File: src/rtl/lstm_seq_ctrl.sv
// -----------------------------------------------------------------------------
// lstm_seq_ctrl
// Runs one LSTMCell instance over a sequence of x_t vectors. Each step takes
// an x_t over a valid/ready handshake, holds the cell inputs steady for the
// cell's fixed latency, captures ht/ct, feeds them back as recurrent state and
// streams the (h_t, c_t) pair downstream with valid/ready.
//
// Ports
//   CLOCK_50            system clock
//   reset               synchronous active-high reset
//   start/keep_state/seq_len   run request, sampled only while idle
//   x_valid/x_ready/x_data     x_t input stream (S*N bits)
//   cell_xt/cell_ht1/cell_ct1  inputs to the LSTMCell
//   cell_ht/cell_ct            outputs from the LSTMCell
//   h_valid/h_ready/h_data/c_data   (h_t, c_t) output stream
//   busy                high whenever not idle
//   done                one-cycle pulse at sequence end
//   step_idx            index of the current timestep
// -----------------------------------------------------------------------------
module lstm_seq_ctrl #(
    parameter int N        = 8,
    parameter int S        = 8,
    parameter int CELL_LAT = 4,
    parameter int LEN_W    = 8
) (
    input  logic               CLOCK_50,
    input  logic               reset,
    input  logic               start,
    input  logic               keep_state,
    input  logic [LEN_W-1:0]   seq_len,
    input  logic               x_valid,
    output logic               x_ready,
    input  logic [S*N-1:0]     x_data,
    output logic [S*N-1:0]     cell_xt,
    output logic [S*N-1:0]     cell_ht1,
    output logic [N-1:0]       cell_ct1,
    input  logic [N-1:0]       cell_ht,
    input  logic [N-1:0]       cell_ct,
    output logic               h_valid,
    input  logic               h_ready,
    output logic [N-1:0]       h_data,
    output logic [N-1:0]       c_data,
    output logic               busy,
    output logic               done,
    output logic [LEN_W-1:0]   step_idx
);

    localparam int CNT_W = (CELL_LAT > 1) ? $clog2(CELL_LAT) : 1;

    typedef enum logic [2:0] {
        ST_IDLE  = 3'd0,
        ST_FETCH = 3'd1,
        ST_RUN   = 3'd2,
        ST_CAPT  = 3'd3,
        ST_EMIT  = 3'd4,
        ST_FIN   = 3'd5
    } state_t;

    state_t             r_state;
    logic [CNT_W-1:0]   r_cnt;
    logic [LEN_W-1:0]   r_len;
    logic [LEN_W-1:0]   r_step;
    logic [S*N-1:0]     r_xt;
    logic [N-1:0]       r_hist [S];     // r_hist[0] is the newest h
    logic [N-1:0]       r_c;
    logic [N-1:0]       r_h_data;
    logic [N-1:0]       r_c_data;
    logic               r_x_ready;
    logic               r_h_valid;
    logic               r_busy;
    logic               r_done;

    // One extra bit so the end-of-sequence compare cannot wrap.
    logic [LEN_W:0]     w_step_inc;
    logic               w_last;

    assign w_step_inc = {1'b0, r_step} + {{LEN_W{1'b0}}, 1'b1};
    assign w_last     = (w_step_inc == {1'b0, r_len});

    // Recurrent state drives the cell continuously; a capture shows up on
    // the cell inputs the cycle after CAPT.
    generate
        for (genvar gi = 0; gi < S; gi++) begin : g_ht1
            assign cell_ht1[gi*N +: N] = r_hist[gi];
        end
    endgenerate

    assign cell_ct1 = r_c;
    assign cell_xt  = r_xt;
    assign h_data   = r_h_data;
    assign c_data   = r_c_data;
    assign x_ready  = r_x_ready;
    assign h_valid  = r_h_valid;
    assign busy     = r_busy;
    assign done     = r_done;
    assign step_idx = r_step;

    always_ff @(posedge CLOCK_50) begin
        if (reset) begin
            r_state   <= ST_IDLE;
            r_cnt     <= '0;
            r_len     <= '0;
            r_step    <= '0;
            r_xt      <= '0;
            r_c       <= '0;
            r_h_data  <= '0;
            r_c_data  <= '0;
            r_x_ready <= 1'b0;
            r_h_valid <= 1'b0;
            r_busy    <= 1'b0;
            r_done    <= 1'b0;
            for (int i = 0; i < S; i++) begin
                r_hist[i] <= '0;
            end
        end else begin
            // done is only ever raised on the transition into FIN.
            r_done <= 1'b0;
            case (r_state)
                ST_IDLE: begin
                    if (start) begin
                        r_len  <= seq_len;
                        r_step <= '0;
                        r_busy <= 1'b1;
                        if (!keep_state) begin
                            r_c <= '0;
                            for (int i = 0; i < S; i++) begin
                                r_hist[i] <= '0;
                            end
                        end
                        if (seq_len == '0) begin
                            r_state <= ST_FIN;
                            r_done  <= 1'b1;
                        end else begin
                            r_state   <= ST_FETCH;
                            r_x_ready <= 1'b1;
                        end
                    end
                end
                ST_FETCH: begin
                    if (x_valid) begin
                        r_xt      <= x_data;
                        r_cnt     <= CNT_W'(CELL_LAT - 1);
                        r_x_ready <= 1'b0;
                        r_state   <= ST_RUN;
                    end
                end
                ST_RUN: begin
                    // CELL_LAT cycles in RUN puts CAPT at handshake + CELL_LAT + 1.
                    if (r_cnt == '0) begin
                        r_state <= ST_CAPT;
                    end else begin
                        r_cnt <= r_cnt - CNT_W'(1);
                    end
                end
                ST_CAPT: begin
                    r_h_data <= cell_ht;
                    r_c_data <= cell_ct;
                    r_c      <= cell_ct;
                    for (int i = S - 1; i > 0; i--) begin
                        r_hist[i] <= r_hist[i-1];
                    end
                    r_hist[0] <= cell_ht;
                    r_h_valid <= 1'b1;
                    r_state   <= ST_EMIT;
                end
                ST_EMIT: begin
                    if (h_ready) begin
                        r_h_valid <= 1'b0;
                        r_step    <= w_step_inc[LEN_W-1:0];
                        if (w_last) begin
                            r_state <= ST_FIN;
                            r_done  <= 1'b1;
                        end else begin
                            r_state   <= ST_FETCH;
                            r_x_ready <= 1'b1;
                        end
                    end
                end
                ST_FIN: begin
                    r_busy  <= 1'b0;
                    r_state <= ST_IDLE;
                end
                default: begin
                    r_state <= ST_IDLE;
                end
            endcase
        end
    end

endmodule

File: config.mk
export PLATFORM = sky130hd
export DESIGN_NAME = lstm_seq_ctrl
export DESIGN_NICKNAME = d
export VERILOG_FILES = /design/src/rtl/lstm_seq_ctrl.sv
export SDC_FILE = /design/constraint.sdc
export NUM_CORES = 1
export LEC_CHECK = 0
export ABC_AREA = 0
export CAP_MARGIN = 15
export CORE_ASPECT_RATIO = 0.7
export CORE_UTILIZATION = 45
export CTS_BUF_LIST = sky130_fd_sc_hd__clkbuf_2 sky130_fd_sc_hd__clkbuf_4 sky130_fd_sc_hd__clkbuf_8
export CTS_CLUSTER_SIZE = 14
export DETAILED_ROUTE_END_ITERATION = 7
export HOLD_SLACK_MARGIN = 0.03
export PLACE_DENSITY = 0.82
export SYNTH_ARGS = -nofsm -noshare
export SYNTH_HDL_FRONTEND = slang
export SYNTH_SLANG_ARGS = --single-unit
File: constraint.sdc
create_clock -name CLOCK_50 -period 5.1 [get_ports CLOCK_50]
set_input_delay 1.275 -clock CLOCK_50 [delete_from_list [all_inputs] [get_ports CLOCK_50]]
set_output_delay 1.275 -clock CLOCK_50 [all_outputs]
set_load 0.02 [all_outputs]
Word level (Yosys, flattened, before mapping)
Memories as Yosys holds them, arrays and structs flattened.
Cells that the tools add are included.
Operators by class
  muxes and demuxes: 57
  bitwise logic cells: 16
  $add $sub $neg: 2
  reduce and logical (&&, ||, !) cells: 18
  equal/unequal tests: 14
Operators by type and width (number)
  8-bit 2-to-1 mux: 20
  8-bit case mux with 2 select lines: 2
  1-bit 2-to-1 mux: 21
  3-bit 2-to-1 mux: 6
  2-bit != test (second input constant): 8
  1-bit OR: 16
  3-bit case mux with 5 select lines: 1
  2-bit nonzero test: 5
  8-bit by 1-bit adder with 9-bit output (second input constant): 1
  9-bit by 8-bit == test with 1-bit output: 1
  3-bit AND reduction: 3
  8-bit zero test: 1
  2-bit AND reduction: 4
  3-bit by 2-bit == test with 1-bit output (second input constant): 2
  3-bit == test (second input constant): 2
  1-bit case mux with 2 select lines: 3
  6-bit AND reduction: 1
  2-bit 2-to-1 mux: 2
  2-bit case mux with 2 select lines: 1
  4-bit AND reduction: 1
  3-bit by 1-bit == test with 1-bit output (second input constant): 1
  3-bit zero test: 1
  1-bit case mux with 3 select lines: 1
  3-bit nonzero test: 1
  other kinds (2): 2
Storage, ports and cells
  logic and storage cells: 120
  bits in registers: 113
  input bits: 94
  output and inout port bits: 164
  RAM bits: 64
  memories: 1
Memories
  r_hist: depth 8, width 8, read ports 8, clocked after Yosys merged registers in 0, write ports 8, RTL line 64  | logic [N-1:0] r_hist [S];

Depth between registers and ports, before layout
Gate-level depths: netlist of run 1.
  depth in word-level cells: 7
  depth in mapped cells: 9
  mapped depth without buffers: 7

Worst setup path after synthesis of run 1
No wires, ideal clock.
  path kind: input to register
  start: input start
  end: memory r_hist[0][0] (enable)
  path slack: 1980 ps
  library setup time: 387 ps
  cell stages on the path: 7
  arrival: 2734 ps
  path buffers: 2
  data required time: 4713 ps
  path through: nand2_1 > or2_1 > buf_6 > o21bai_4 > nor2_4 > buf_6 > inv_1
RTL lines
  from (decl): RTL line 28  | input logic start,
  to (decl): RTL line 64

==> results.json, run 1 <==
{
  "outcome": "complete, no violations",
  "viasPerCell": 4.98,
  "grt-busiest-layer": "met2",
  "dieArea_um2": 15200,
  "insertion_delay_ps": 450,
  "vdd_drop_max_uv": 179,
  "post_cts_buffers": 0,
  "die_w_um": 147,
  "diodes": 0,
  "cts_tree": "built",
  "p_per_area_nw_per_um2": 314,
  "synth_edf_count": 40,
  "place_ws_ps": 975,
  "worstPathMaxFanout": 26,
  "grt-ovfl-total": 0,
  "ant_nets": 0,
  "final_util": 0.686,
  "path_class": "in2reg",
  "grt_pass1_wl_um": 26300,
  "gp_congestion": 0.886,
  "vias": 5666,
  "syn_inst": 700,
  "min_delay_worst_endpoint": "cell_xt[43]",
  "maxCapViolations": 0,
  "skew_ps": 22.7,
  "wl_per_cell_um": 15.2,
  "yosysSeqAreaShare": 0.596,
  "nets": 1030,
  "fillers": 1127,
  "drt_iter0_drc": 309,
  "synthesis.nets": 796,
  "portBuffers": 257,
  "worst_r2r_path_depth": 7,
  "max_freq_mhz": 295,
  "end_kind": "register",
  "final_cell_mix": "256 x clkdlybuf4s50_1, 197 x nand2_1, 137 x dfxtp_1",
  "setup_violations": 0,
  "drive_gt1_frac": 0.0496,
  "path_clk_slew_ps": 100,
  "coreArea_um2": 14100,
  "ys.flop_type": "dfxtp_1",
  "startpoint_type": "primary input",
  "slew_violations": 0,
  "period_minus_slack_ps": 3390,
  "cts_max_path_buffers": 2,
  "initial_core_util": 0.468,
  "grt_setup_unrepaired": "no",
  "die_height_um": 103,
  "reg2reg_slack_ps": 2340,
  "use_met1": 0.283,
  "grt_max_degree": 71,
  "dp_hpwl_um": 12000,
  "yosysWarnings": 0,
  "regToRegStartpoint": "r_state[0]",
  "crit_arrival_ps": 3580,
  "ios": 258,
  "root_buffer": "clkbuf_8",
  "grt_use_met2": 0.358,
  "synth_seq_cells": 177,
  "worstReg2RegEnd": "r_hist[0][12]",
  "synthToLayoutAreaGrowth_pct": 46.6,
  "synth_cell_types": 47,
  "grt_pass1_vias": 5239,
  "drt-total-wl_um": 17300,
  "required_ps": 5290,
  "slew_headroom": 0.458,
  "min_from": "cell_xt[43]",
  "dr.pass1.iters": 4,
  "hold_slack_ps": 458,
  "hold_viol": 0,
  "h-tree-depth": 4,
  "synth_area_um2": 6610,
  "fin_ws_ps": 1710,
  "async_flop_share": 0,
  "worst_hold_path_type": "reg2reg",
  "fin_tns_setup_ps": 0,
  "layout_commonest_cell": "clkdlybuf4s50_1",
  "ctsHoldBuffers": 0,
  "p_leak_nw": 3.45,
  "grtUsageMet3": 0.0728,
  "clock-sinks": 177,
  "power.total_mw": 3.04,
  "drcViolationCount": 0,
  "rows": 36,
  "worstMarginPinSlew_ps": 802,
  "cts_buffers": 17,
  "syn_area_per_cell_um2": 9.45,
  "cts-resized-gates": 0,
  "antenna_found_initial": 0,
  "track_usage": 0.221,
  "holdPathStages": 2,
  "fin_crit_sh": 0.664
}
power breakdown:
group	switching (mW)	total (mW)	internal (mW)
combinational	0.259	0.488	0.230
clock	0.578	0.999	0.420
sequential	0.0463	1.55	1.51
cell families after synthesis:
family | synth area share
mux | 0.00454
compound gates | 0.142
simple gates | 0.202
buf+inv | 0.0395
flops | 0.596
xor+xnor | 0.0119
fa+ha+maj | 0.00378
through the flow:
| stage | cell area [um2] | cells |
|---|---|---|
| floorplan | 6610 | 700 |
| global placement | 9230 | 1103 |
| global route | 9700 | 1137 |
| CTS | 9650 | 1135 |
| finish | 9700 | 1137 |
| detailed placement | 9230 | 1103 |
worst max path at each step:
stage | endpoint | cells after the start | slack (ps) | startpoint
floorplan | r_hist[0][0] | 7 | 1980 | start
global placement | r_hist[0][3] | 6 | 1050 | start
detailed placement | r_hist[0][2] | 6 | 980 | start
CTS | r_hist[0][11] | 6 | 1440 | start
global route | r_hist[0][11] | 7 | 1550 | start
finish | r_hist[0][12] | 7 | 1710 | start
registers in the layout (all words and copies together) (netlist names), 2 cells and up:
signal    cells
r_state       3
cell_ct1      8
h_data        8
r_hist       64
cell_xt      64
c_data        8
r_len         8
step_idx      8
r_cnt         2
Yosys cell counts (all sizes together), types with 5 or more instances:
cell type / instances / area, um2
a21oi: 110 / 551
a22o: 25 / 219
and2: 42 / 263
and3: 5 / 31.3
buf: 25 / 148
clkbuf: 24 / 91.3
dfxtp: 137 / 2740
edfxtp: 40 / 1200
inv: 6 / 22.5
nand2: 197 / 739
nand3: 7 / 35.0
nor2: 23 / 104
o21ai: 8 / 40.0
xor2: 5 / 43.8
worst max-delay path: stages:
cell and delay, ps:
clkdlybuf4s50_1 480, nand2_1 100, or2_1 360, o21bai_4 170
nor2_4 500, inv_1 390, buf_16 280
area by class of cell:
type                            instances  area [um2]  area share
Sequential cell                       177        3940       0.407
Inverter                                6        22.5     0.00232
Tap cell                              190         238      0.0245
Clock buffer                           17         234      0.0241
Multi-Input combinational cell        468        2420       0.250
Clock inverter                         15         185      0.0191
Timing Repair Buffer                  264        2660       0.274
per-layer routing:
metal,vias up,share of wire
li1,2825,-
met5,-,0
met4,0,0.012
met3,15,0.086
met2,189,0.46
met1,2637,0.44
No activity file was read; power rests on OpenSTA's default activity.
==> inputs of run 2 (changes only) <==
--- a/config.mk
+++ b/config.mk
@@ -8,12 +8,12 @@
 export ABC_AREA = 0
 export CAP_MARGIN = 15
 export CORE_ASPECT_RATIO = 0.7
-export CORE_UTILIZATION = 45
+export CORE_UTILIZATION = 41
 export CTS_BUF_LIST = sky130_fd_sc_hd__clkbuf_2 sky130_fd_sc_hd__clkbuf_4 sky130_fd_sc_hd__clkbuf_8
 export CTS_CLUSTER_SIZE = 14
 export DETAILED_ROUTE_END_ITERATION = 7
 export HOLD_SLACK_MARGIN = 0.03
-export PLACE_DENSITY = 0.82
+export PLACE_DENSITY = 0.79
 export SYNTH_ARGS = -nofsm -noshare
 export SYNTH_HDL_FRONTEND = slang
 export SYNTH_SLANG_ARGS = --single-unit
==> constraint.sdc (replaced) <==
create_clock -name CLOCK_50 -period 2.7 [get_ports CLOCK_50]
set_input_delay 0.675 -clock CLOCK_50 [delete_from_list [all_inputs] [get_ports CLOCK_50]]
set_output_delay 0.675 -clock CLOCK_50 [all_outputs]
set_load 0.02 [all_outputs]
==> results.json, run 2 (synthesized netlist as in run 1, its figures left out) <==
{
  "grt_max_degree": 66,
  "insertion_delay_ps": 450,
  "fillers": 1327,
  "fin_crit_sh": 0.864,
  "setup_violations": 0,
  "initial_core_util": 0.423,
  "clock-sinks": 177,
  "ctsHoldBuffers": 0,
  "critPathBufInv": 1,
  "worstMarginPinSlew_ps": 818,
  "cts_tree": "built",
  "viasPerCell": 4.90,
  "cp_slowest_cell": "clkdlybuf4s50_1",
  "dp_hpwl_um": 12100,
  "fin_ws_ps": 367,
  "post_cts_buffers": 0,
  "max_freq_mhz": 429,
  "grt-ovfl-total": 0,
  "hold_viol": 0,
  "synthToLayoutAreaGrowth_pct": 47.6,
  "worstPathCellList": "clkdlybuf4s50_1",
  "cts_max_path_buffers": 2,
  "worst_hold_path_type": "in2reg",
  "drcViolationCount": 0,
  "outcome": "complete, no violations",
  "multi_input_area_um2": 2420,
  "slew_headroom": 0.447,
  "power.total_mw": 5.73,
  "worstPathMaxFanout": 11,
  "wl_per_cell_um": 15.0,
  "portBuffers": 257,
  "p_leak_nw": 3.49,
  "max_stage_delay_ps": 680,
  "drt_iter0_drc": 302,
  "seq_area_um2": 3940,
  "h-tree-depth": 4,
  "rows": 38,
  "coreArea_um2": 15600,
  "die_height_um": 108,
  "slew_violations": 0,
  "required_ps": 2030,
  "crit_arrival_ps": 1660,
  "cp_top_family": "buffers and inverters",
  "switching_share": 0.286,
  "track_usage": 0.206,
  "end_kind": "primary output",
  "place_ws_ps": 44.0,
  "p_sw_mw": 1.64,
  "final_util": 0.624,
  "gp_congestion": 0.804,
  "skew_ps": 25.4,
  "maxCapViolations": 0,
  "layout_commonest_cell": "clkdlybuf4s50_1",
  "ios": 258,
  "startpoint_type": "register",
  "place_area_um2": 9330,
  "drive_gt1_frac": 0.0546,
  "antenna_found_initial": 0,
  "seqPwrFrac": 0.513,
  "ant_nets": 0,
  "root_buffer": "clkbuf_8",
  "grt_pass1_wl_um": 27000,
  "clockPowerShare": 0.323,
  "period_minus_slack_ps": 2330,
  "final_cell_mix": "256 x clkdlybuf4s50_1, 197 x nand2_1, 137 x dfxtp_1",
  "path_clk_slew_ps": 90,
  "diodes": 0,
  "vdd_drop_max_uv": 349,
  "dieArea_um2": 16700,
  "intPower_mw": 4.09,
  "path_class": "reg2out",
  "drt-total-wl_um": 17300,
  "fin_tns_setup_ps": 0,
  "vias": 5645,
  "grt_setup_unrepaired": "no",
  "cts-resized-gates": 0,
  "die_w_um": 154,
  "nets": 1035,
  "combPwrFrac": 0.164,
  "grt_pass1_vias": 5286,
  "dr.pass1.iters": 4,
  "p_per_area_nw_per_um2": 587,
  "fin_area_um2": 9760,
  "cts_buffers": 17
}
==> run 2: cell count changes in the layout (fill, tap and decap cells not counted), sizes merged <==
cell and delta:
clkinv +3, inv -2, buf +5, clkinvlp -2, clkbuf +1
==> run 2: per-layer routing <==
layer	wire length (um)	track usage	vias to the layer above
li1	-	-	2844
met1	7870	0.262	2611
met2	8070	0.334	176
met3	1200	0.0609	14
met4	193	0.0729	0
met5	0	0	-
==> run 2: stage by stage <==
step                std cells  hold WS [ps]
floorplan                 700           443
global placement         1119           441
detailed placement       1119           445
CTS                      1151           410
global route             1152           427
finish                   1152           449
==> run 2: area by class of cell <==
type	instances	area share
multi-input combinational	468	0.248
timing repair buffer	269	0.278
clock inverter	14	0.0172
tap	200	0.0256
inverter	6	0.00231
sequential	177	0.404
clock buffer	18	0.0247
==> run 2: path summary, 6_finish.rpt <==
| kind | endpoint | slack, ps | from | depth (start not counted) |
|---|---|---|---|---|
| max | step_idx[2] | 370 | step_idx[2] | 1 |
| max reg2reg | r_hist[0][15] | 490 | r_state[0] | 7 |
| min reg2reg | cell_xt[48] | 460 | cell_xt[48] | 2 |
| min | c_data[1] | 450 | reset | 2 |
==> run 2: power groups by stage <==
stage	sequential [mW]	combinational, mW	clock, mW
CTS	2.94	0.943	1.92
detailed placement	3.00	0.939	0
global placement	2.99	0.931	0
global route	2.96	1.01	2.02
floorplan	3.13	0.326	0
finish	2.94	0.938	1.85
==> inputs of run 3 (changes only) <==
--- a/config.mk
+++ b/config.mk
@@ -8,12 +8,13 @@
 export ABC_AREA = 0
 export CAP_MARGIN = 15
 export CORE_ASPECT_RATIO = 0.7
-export CORE_UTILIZATION = 41
+export CORE_UTILIZATION = 45
 export CTS_BUF_LIST = sky130_fd_sc_hd__clkbuf_2 sky130_fd_sc_hd__clkbuf_4 sky130_fd_sc_hd__clkbuf_8
 export CTS_CLUSTER_SIZE = 14
 export DETAILED_ROUTE_END_ITERATION = 7
 export HOLD_SLACK_MARGIN = 0.03
-export PLACE_DENSITY = 0.79
+export PLACE_DENSITY = 0.82
+export SLEW_MARGIN = 20
 export SYNTH_ARGS = -nofsm -noshare
 export SYNTH_HDL_FRONTEND = slang
 export SYNTH_SLANG_ARGS = --single-unit
==> constraint.sdc (replaced) <==
create_clock -name CLOCK_50 -period 2.95 [get_ports CLOCK_50]
set_input_delay 0.7375 -clock CLOCK_50 [delete_from_list [all_inputs] [get_ports CLOCK_50]]
set_output_delay 0.7375 -clock CLOCK_50 [all_outputs]
set_load 0.02 [all_outputs]
==> results.json, run 3 (synthesized netlist as in run 1, its figures left out) <==
{
  "seqPwrFrac": 0.507,
  "die_height_um": 103,
  "ios": 258,
  "dpl.cell_count": 1111,
  "critPathBufInv": 1,
  "h-tree-depth": 4,
  "regToRegStartpoint": "r_state[0]",
  "diodes": 0,
  "layout_commonest_cell": "clkdlybuf4s50_1",
  "reg2reg_slack_ps": 720,
  "multi_input_area_um2": 2420,
  "slew_violations": 0,
  "worst_r2r_path_depth": 7,
  "fin_crit_sh": 0.809,
  "dr.pass1.iters": 4,
  "grt_pass1_vias": 5153,
  "slew_headroom": 0.406,
  "antenna_found_initial": 0,
  "nets": 1036,
  "rows": 36,
  "hold_viol": 0,
  "worstReg2RegEnd": "r_hist[0][17]",
  "p_per_area_nw_per_um2": 544,
  "cp_slowest_cell": "clkdlybuf4s50_1",
  "synthToLayoutAreaGrowth_pct": 47.6,
  "ant_nets": 0,
  "crit_end": "step_idx[3]",
  "clockPowerShare": 0.332,
  "viasPerCell": 5.00,
  "startpoint_type": "register",
  "fin_area_um2": 9760,
  "final_cell_mix": "256 x clkdlybuf4s50_1, 197 x nand2_1, 137 x dfxtp_1",
  "period_minus_slack_ps": 2390,
  "initial_core_util": 0.468,
  "vias": 5713,
  "dp_hpwl_um": 12300,
  "cts_tree": "built",
  "required_ps": 2210,
  "intPower_mw": 3.81,
  "ctsHoldBuffers": 0,
  "stdcell_count": 1143,
  "worstMarginPinSlew_ps": 879,
  "cts_buffers": 17,
  "path_class": "reg2out",
  "power.total_mw": 5.31,
  "seq_area_um2": 3940,
  "drcViolationCount": 0,
  "drt_iter0_drc": 245,
  "grt-ovfl-total": 0,
  "post_cts_buffers": 0,
  "outcome": "complete, no violations",
  "combPwrFrac": 0.161,
  "worst_hold_path_type": "reg2reg",
  "drive_gt1_frac": 0.0556,
  "setup_violations": 0,
  "die_w_um": 147,
  "maxCapViolations": 0,
  "clock-sinks": 177,
  "root_buffer": "clkbuf_8",
  "vdd_drop_max_uv": 278,
  "grt_max_degree": 65,
  "p_leak_nw": 3.50,
  "worst-path-stages": 1,
  "fin_tns_setup_ps": 0,
  "skew_ps": 12.0,
  "fillers": 1120,
  "drt-total-wl_um": 17400,
  "cts-resized-gates": 0,
  "crit_arrival_ps": 1650,
  "track_usage": 0.221,
  "path_clk_slew_ps": 100,
  "end_kind": "primary output",
  "cts_max_path_buffers": 2,
  "cp_top_family": "buffers and inverters",
  "place_area_um2": 9340,
  "max_freq_mhz": 419,
  "insertion_delay_ps": 440,
  "p_sw_mw": 1.50,
  "dieArea_um2": 15200,
  "max_stage_delay_ps": 680,
  "gp_congestion": 0.871,
  "wl_per_cell_um": 15.2,
  "coreArea_um2": 14100,
  "critPathLaunch": "step_idx[3]",
  "grt_pass1_wl_um": 26200,
  "grt_setup_unrepaired": "no",
  "switching_share": 0.282,
  "portBuffers": 257,
  "worstPathMaxFanout": 10,
  "worstPathCellList": "clkdlybuf4s50_1"
}
[run 3: how the worst min path moves through the flow]
stage / from / endpoint / slack (ps) / cells after the start
global placement: cell_xt[51] / cell_xt[51] / 440 / 2
CTS: cell_xt[61] / cell_xt[61] / 460 / 2
global route: cell_xt[55] / cell_xt[55] / 470 / 2
finish: cell_xt[61] / cell_xt[61] / 460 / 2
detailed placement: cell_xt[43] / cell_xt[43] / 450 / 2
floorplan: r_cnt[0] / r_cnt[0] / 440 / 1
[run 3: area by class of cell]
class                      instances  area share
multi-input combinational        468       0.248
sequential                       177       0.404
inverter                           6     0.00231
clock inverter                    15      0.0195
timing repair buffer             270       0.278
clock buffer                      17      0.0240
tap                              190      0.0244
[run 3: power by group through the flow]
stage	clock network [mW]	registers, mW	logic [mW]
2_1_floorplan	0	2.87	0.299
3_3_place_gp	0	2.74	0.847
3_5_place_dp	0	2.75	0.855
4_1_cts	1.80	2.69	0.860
5_1_grt	1.89	2.71	0.918
6_report	1.76	2.69	0.855
[run 3: metrics by stage]
stage / utilization / hold slack, ps / setup WS [ps]
floorplan: - / 443 / 367
global placement: 0.658 / 441 / 269
detailed placement: 0.660 / 446 / 247
CTS: 0.690 / 458 / 546
global route: 0.690 / 472 / 473
finish: 0.690 / 456 / 563
[run 3: metal layers]
layer,share of wire,global-route usage,vias to the layer above
li1,-,-,2845
met1,0.44,0.284,2662
met2,0.48,0.362,188
met3,0.074,0.0645,18
met4,0.014,0.0761,0
met5,0,0,-
[run 3: tightest hold or removal path, delay by kind of cell (launching register included)]
family,cells,cell delay (ps)
flops,1,320
simple gates,1,50
compound gates,1,50
==> edit 1 (config.mk and constraints of run 2) <==
Re-encode `state_t` (6 states) as Gray code, 3 bits wide.
--- a/src/rtl/lstm_seq_ctrl.sv
+++ b/src/rtl/lstm_seq_ctrl.sv
@@ -48,12 +48,12 @@
     localparam int CNT_W = (CELL_LAT > 1) ? $clog2(CELL_LAT) : 1;
 
     typedef enum logic [2:0] {
-        ST_IDLE  = 3'd0,
-        ST_FETCH = 3'd1,
-        ST_RUN   = 3'd2,
-        ST_CAPT  = 3'd3,
-        ST_EMIT  = 3'd4,
-        ST_FIN   = 3'd5
+        ST_IDLE  = 3'b000,
+        ST_FETCH = 3'b001,
+        ST_RUN   = 3'b011,
+        ST_CAPT  = 3'b010,
+        ST_EMIT  = 3'b110,
+        ST_FIN   = 3'b111
     } state_t;
 
     state_t             r_state;
Behaviour: same outputs for any inputs over 10 cycles, from zero or initial values and one cycle with reset high; not proved beyond that.
==> edit 1 against run 2 <==
Highest routed layer unchanged; final area increased by 0.38%; worst hold slack improved by 0.0084 ns; synthesized cell count increased by 1.1%; first-iteration DRC count decreased by 2.0%; area after synthesis decreased by 0.44%; total power decreased by 0.24%; sequential cell count unchanged; setup slack got worse by 0.040 ns; routed wire length increased by 0.25%; utilization increased by 0.43 points; clock skew decreased by 0.0091 ns.
==> edit 1: results (changes against run 2) <==
Yosys
  • Sequential element share of the synthesized area: 59.9% (was 59.6%)
  • Synth top cells by count: 207 x nand2_1, 137 x dfxtp_1, 111 x a21oi_1 (was 197 x nand2_1, 137 x dfxtp_1, 110 x a21oi_1)
  • XOR/XNOR Fraction of Synth Area: 1.20% (was 1.19%)
  • Mux cell area share after synthesis: 0% (was 0.454%)
  • Compound-Gate Fraction of Synth Area: 14.5% (was 14.2%)
  • FFs w/ async S/R, synth: 0% (unchanged)
  • Synth Area in Adders: 0.380% (was 0.378%)
  • Top cells by area, synth: dfxtp_1 42%, edfxtp_1 18%, nand2_1 12%, a21oi_1 8.4%, and2_1 3.8% (was dfxtp_1 41%, edfxtp_1 18%, nand2_1 11%, a21oi_1 8.3%, and2_1 4.0%)
  • Synth cell types: 44 (was 47)
  • Synthesized net count: 804 (was 796)

Clock tree
  • Later-pin clock latency in the skew report: 0.44 ns
  • TritonCTS Buffers: 17 (unchanged)
  • Longest Clk Path Bufs: 2 (unchanged)
  • CTS root buf: clkbuf_8 (unchanged)
  • Clk pin slew, worst setup/hold paths: 0.09 ns (about the same)

Finish
  • ANT cells: 0 (unchanged)
  • Layout cells sized above 1: 6.44% (was 5.46%)
  • Fin nets: 1,046 (was 1,035)
  • Fill count: 1,307 (was 1,327)

Route
  • WL met1: 7.96 mm (was 7.87 mm)
  • TritonRoute pass-1 iters: 4 (unchanged)
  • Via count: 5,664 (was 5,645)
  • Initial DRC Count: 296 (was 302)
  • Met2 wire length: 8.10 mm (was 8.07 mm)
  • Drt wl/cell: 14.9 µm (was 15.0 µm)
  • DR WL met3: 1.19 mm (was 1.20 mm)

Placement
  • Placed inst area: 0.00937 mm² (was 0.00933 mm²)
  • GPL Wtd Cong: 0.853 (was 0.804)
  • DPL Wire Length: 12.1 mm (about the same)

Power and ir drop
  • Seq group: 0.00292 W
  • Maximum VDD drop: 0.292 mV (was 0.349 mV)
  • Pleak: 3.53 nW (was 3.49 nW)
  • Comb power: 0.000880 W (was 0.000938 W)
  • Switching Fraction: 27.3% (was 28.6%)

Worst setup path
  • Maximum fanout along the worst path: 8 (was 11)

GRT
  • Largest net degree at the start of global routing: 71 (was 66)
  • First-pass GRT wire length: 27.1 mm (was 27.0 mm)
  • Met3 usage: 7.01% (was 6.09%)
  • GR Util met2: 33.2% (was 33.4%)
  • Met1 Use GR: 26.9% (was 26.2%)
  • GRT Resource Usage Total: 20.7% (was 20.6%)
  • Vias in the first global route: 5,295 (was 5,286)

Status
  • Status: finished clean (unchanged)

Timing
  • Worst rel slew slack: 48.4% (was 44.7%)
  • Clock Skews: 0.0162 ns (was 0.0254 ns)

Min path
  • Min-delay worst type: register to register (was primary input to register)
==> edit 1: cell types whose count changed in the layout (fill, tap and decap cells not counted), moves of 3 or more <==
cell,change
a211oi_1,+3
buf_4,+3
clkinv_4,-3
clkinv_8,-3
mux2i_1,-3
nand2_1,+10
nor2_1,-4
nor3_1,+3
==> edit 1: worst paths after layout <==
path                     end  depth (start not counted)  slack (ns)         from
setup / recovery  r_state[2]                          7        0.33  step_idx[0]
hold reg to reg   cell_xt[4]                          2        0.46   cell_xt[4]
hold / removal    cell_xt[4]                          2        0.46   cell_xt[4]
setup reg to reg  r_state[2]                          7        0.33  step_idx[0]
==> edit 1: worst max-delay path, stage by stage (launching register included) <==
cell      delay [ns]
dfxtp_1         0.50
ha_1            0.35
nand3_2         0.19
or3_1           0.41
a32oi_1         0.20
nand4_1         0.20
and3_1          0.26
a211oi_1        0.19
==> edit 1: layout make-up <==
| type | count | area, µm² | share of cell area, % |
|---|---|---|---|
| flip-flops and latches | 177 | 3940 | 40.2 |
| clock buffers | 19 | 253 | 2.58 |
| clock inverters | 13 | 160 | 1.63 |
| multi-input cells | 476 | 2440 | 24.9 |
| inverters | 6 | 22.5 | 0.230 |
| well taps | 200 | 250 | 2.55 |
| repair buffers | 272 | 2730 | 27.9 |
==> edit 1: metrics by stage <==
stage | setup WS (ns) | power (W) | cells | hold WS, ns
2_1_floorplan | 0.0619 | 0.00338 | 708 | 0.443
3_3_place_gp | 0.190 | 0.00385 | 1130 | 0.441
3_5_place_dp | 0.164 | 0.00386 | 1130 | 0.445
4_1_cts | 0.294 | 0.00577 | 1162 | 0.459
5_1_grt | 0.122 | 0.00597 | 1163 | 0.475
6_report | 0.326 | 0.00572 | 1163 | 0.457
==> edit 2 (settings of run 2) <==
Made on the original files. The parameter `LEN_W` goes from 8 to 16.
--- a/src/rtl/lstm_seq_ctrl.sv
+++ b/src/rtl/lstm_seq_ctrl.sv
@@ -21,7 +21,7 @@
     parameter int N        = 8,
     parameter int S        = 8,
     parameter int CELL_LAT = 4,
-    parameter int LEN_W    = 8
+    parameter int LEN_W    = 16
 ) (
     input  logic               CLOCK_50,
     input  logic               reset,
Ports: changed (resized seq_len and step_idx); port bits go from 258 to 274. No check against the original RTL was run, so the function may have changed too.
==> edit 2 against run 2 <==
Setup slack got worse by 0.15 ns; sequential cell count is 16 higher; worst hold slack gained 0.0090 ns; total power is 1.0% higher; first-iteration DRC count rose by 84%; area after synthesis increased by 14%; global-route usage increased by 1.1 points; routed wire length rose by 21%; critical path depth is 7 higher; combinational power down 9.5%; via count up 20%; final area rose by 13%; largest cell class unchanged; largest power group unchanged; highest routed layer unchanged.
==> edit 2: results (changes against run 2) <==
Placement
  • Place WS: 0.144 ns (was 0.0440 ns)
  • GPL Wtd Cong: 0.924 (was 0.804)
  • Port buffer count: 273 (was 257)

Route
  • WL met1: 9.45 mm (was 7.87 mm)
  • Met2 wire length: 9.49 mm (was 8.07 mm)
  • Via count: 6,778 (was 5,645)
  • DR WL met3: 1.66 mm (was 1.20 mm)

Power and ir drop
  • Total power: 0.00579 W (was 0.00573 W)
  • Pleak: 3.84 nW (was 3.49 nW)
  • Seq pwr share: 54.1% (was 51.3%)
  • Internal: 0.00416 W (was 0.00409 W)

Worst setup path
  • Crit path largest cell delay: 0.41 ns (was 0.68 ns)
  • Arr. time, crit path: 2.84 ns (was 1.66 ns)

Yosys
  • Sequential element share of the synthesized area: 56.4% (was 59.6%)
  • Compound-Gate Fraction of Synth Area: 15.6% (was 14.2%)
  • Synthesized net count: 941 (was 796)
  • XOR/XNOR Fraction of Synth Area: 2.20% (was 1.19%)
  • Top cells by area, synth: dfxtp_1 40%, edfxtp_1 16%, nand2_1 11%, a21oi_1 8.3%, and2_1 3.6% (was dfxtp_1 41%, edfxtp_1 18%, nand2_1 11%, a21oi_1 8.3%, and2_1 4.0%)
  • Mux cell area share after synthesis: 0.413% (was 0.454%)
  • Syn avg cell area: 9.04 µm² (was 9.45 µm²)
  • Synth top cells by count: 222 x nand2_1, 153 x dfxtp_1, 126 x a21oi_1 (was 197 x nand2_1, 137 x dfxtp_1, 110 x a21oi_1)
  • Synth cell types: 53 (was 47)

GRT
  • Met1 Use GR: 28.3% (was 26.2%)
  • Largest net degree at the start of global routing: 75 (was 66)
  • GRT Resource Usage Total: 21.7% (was 20.6%)

Status
  • Status: finished clean (unchanged)

Min path
  • Min-delay worst type: register to register (was primary input to register)

Finish
  • Layout cells sized above 1: 7.32% (was 5.46%)
==> edit 2: changes by cell type after synthesis, moves of 7 or more <==
cell,change
nor4_1,+7
dfxtp_1,+16
clkbuf_1,+29
buf_2,-13
nor2_1,+12
xnor2_1,+9
nand2_1,+25
a21oi_1,+16
==> edit 2: final cells by class <==
| cell class | count | area (µm²) |
|---|---|---|
| Fill cell | 1566 | 7050 |
| Multi-Input combinational cell | 576 | 3070 |
| Inverter | 7 | 26.3 |
| Sequential cell | 193 | 4270 |
| Timing Repair Buffer | 299 | 2980 |
| Clock inverter | 15 | 141 |
| Clock buffer | 17 | 234 |
| Tap cell | 236 | 295 |
==> edit 2: final timing paths <==
kind                    start          to  slack [ns]  depth (start not counted)
setup / recovery  step_idx[1]        done        0.22                          8
hold / removal     cell_xt[8]  cell_xt[8]        0.46                          2
setup reg to reg  step_idx[1]        done        0.22                          8
hold reg to reg    cell_xt[8]  cell_xt[8]        0.46                          2
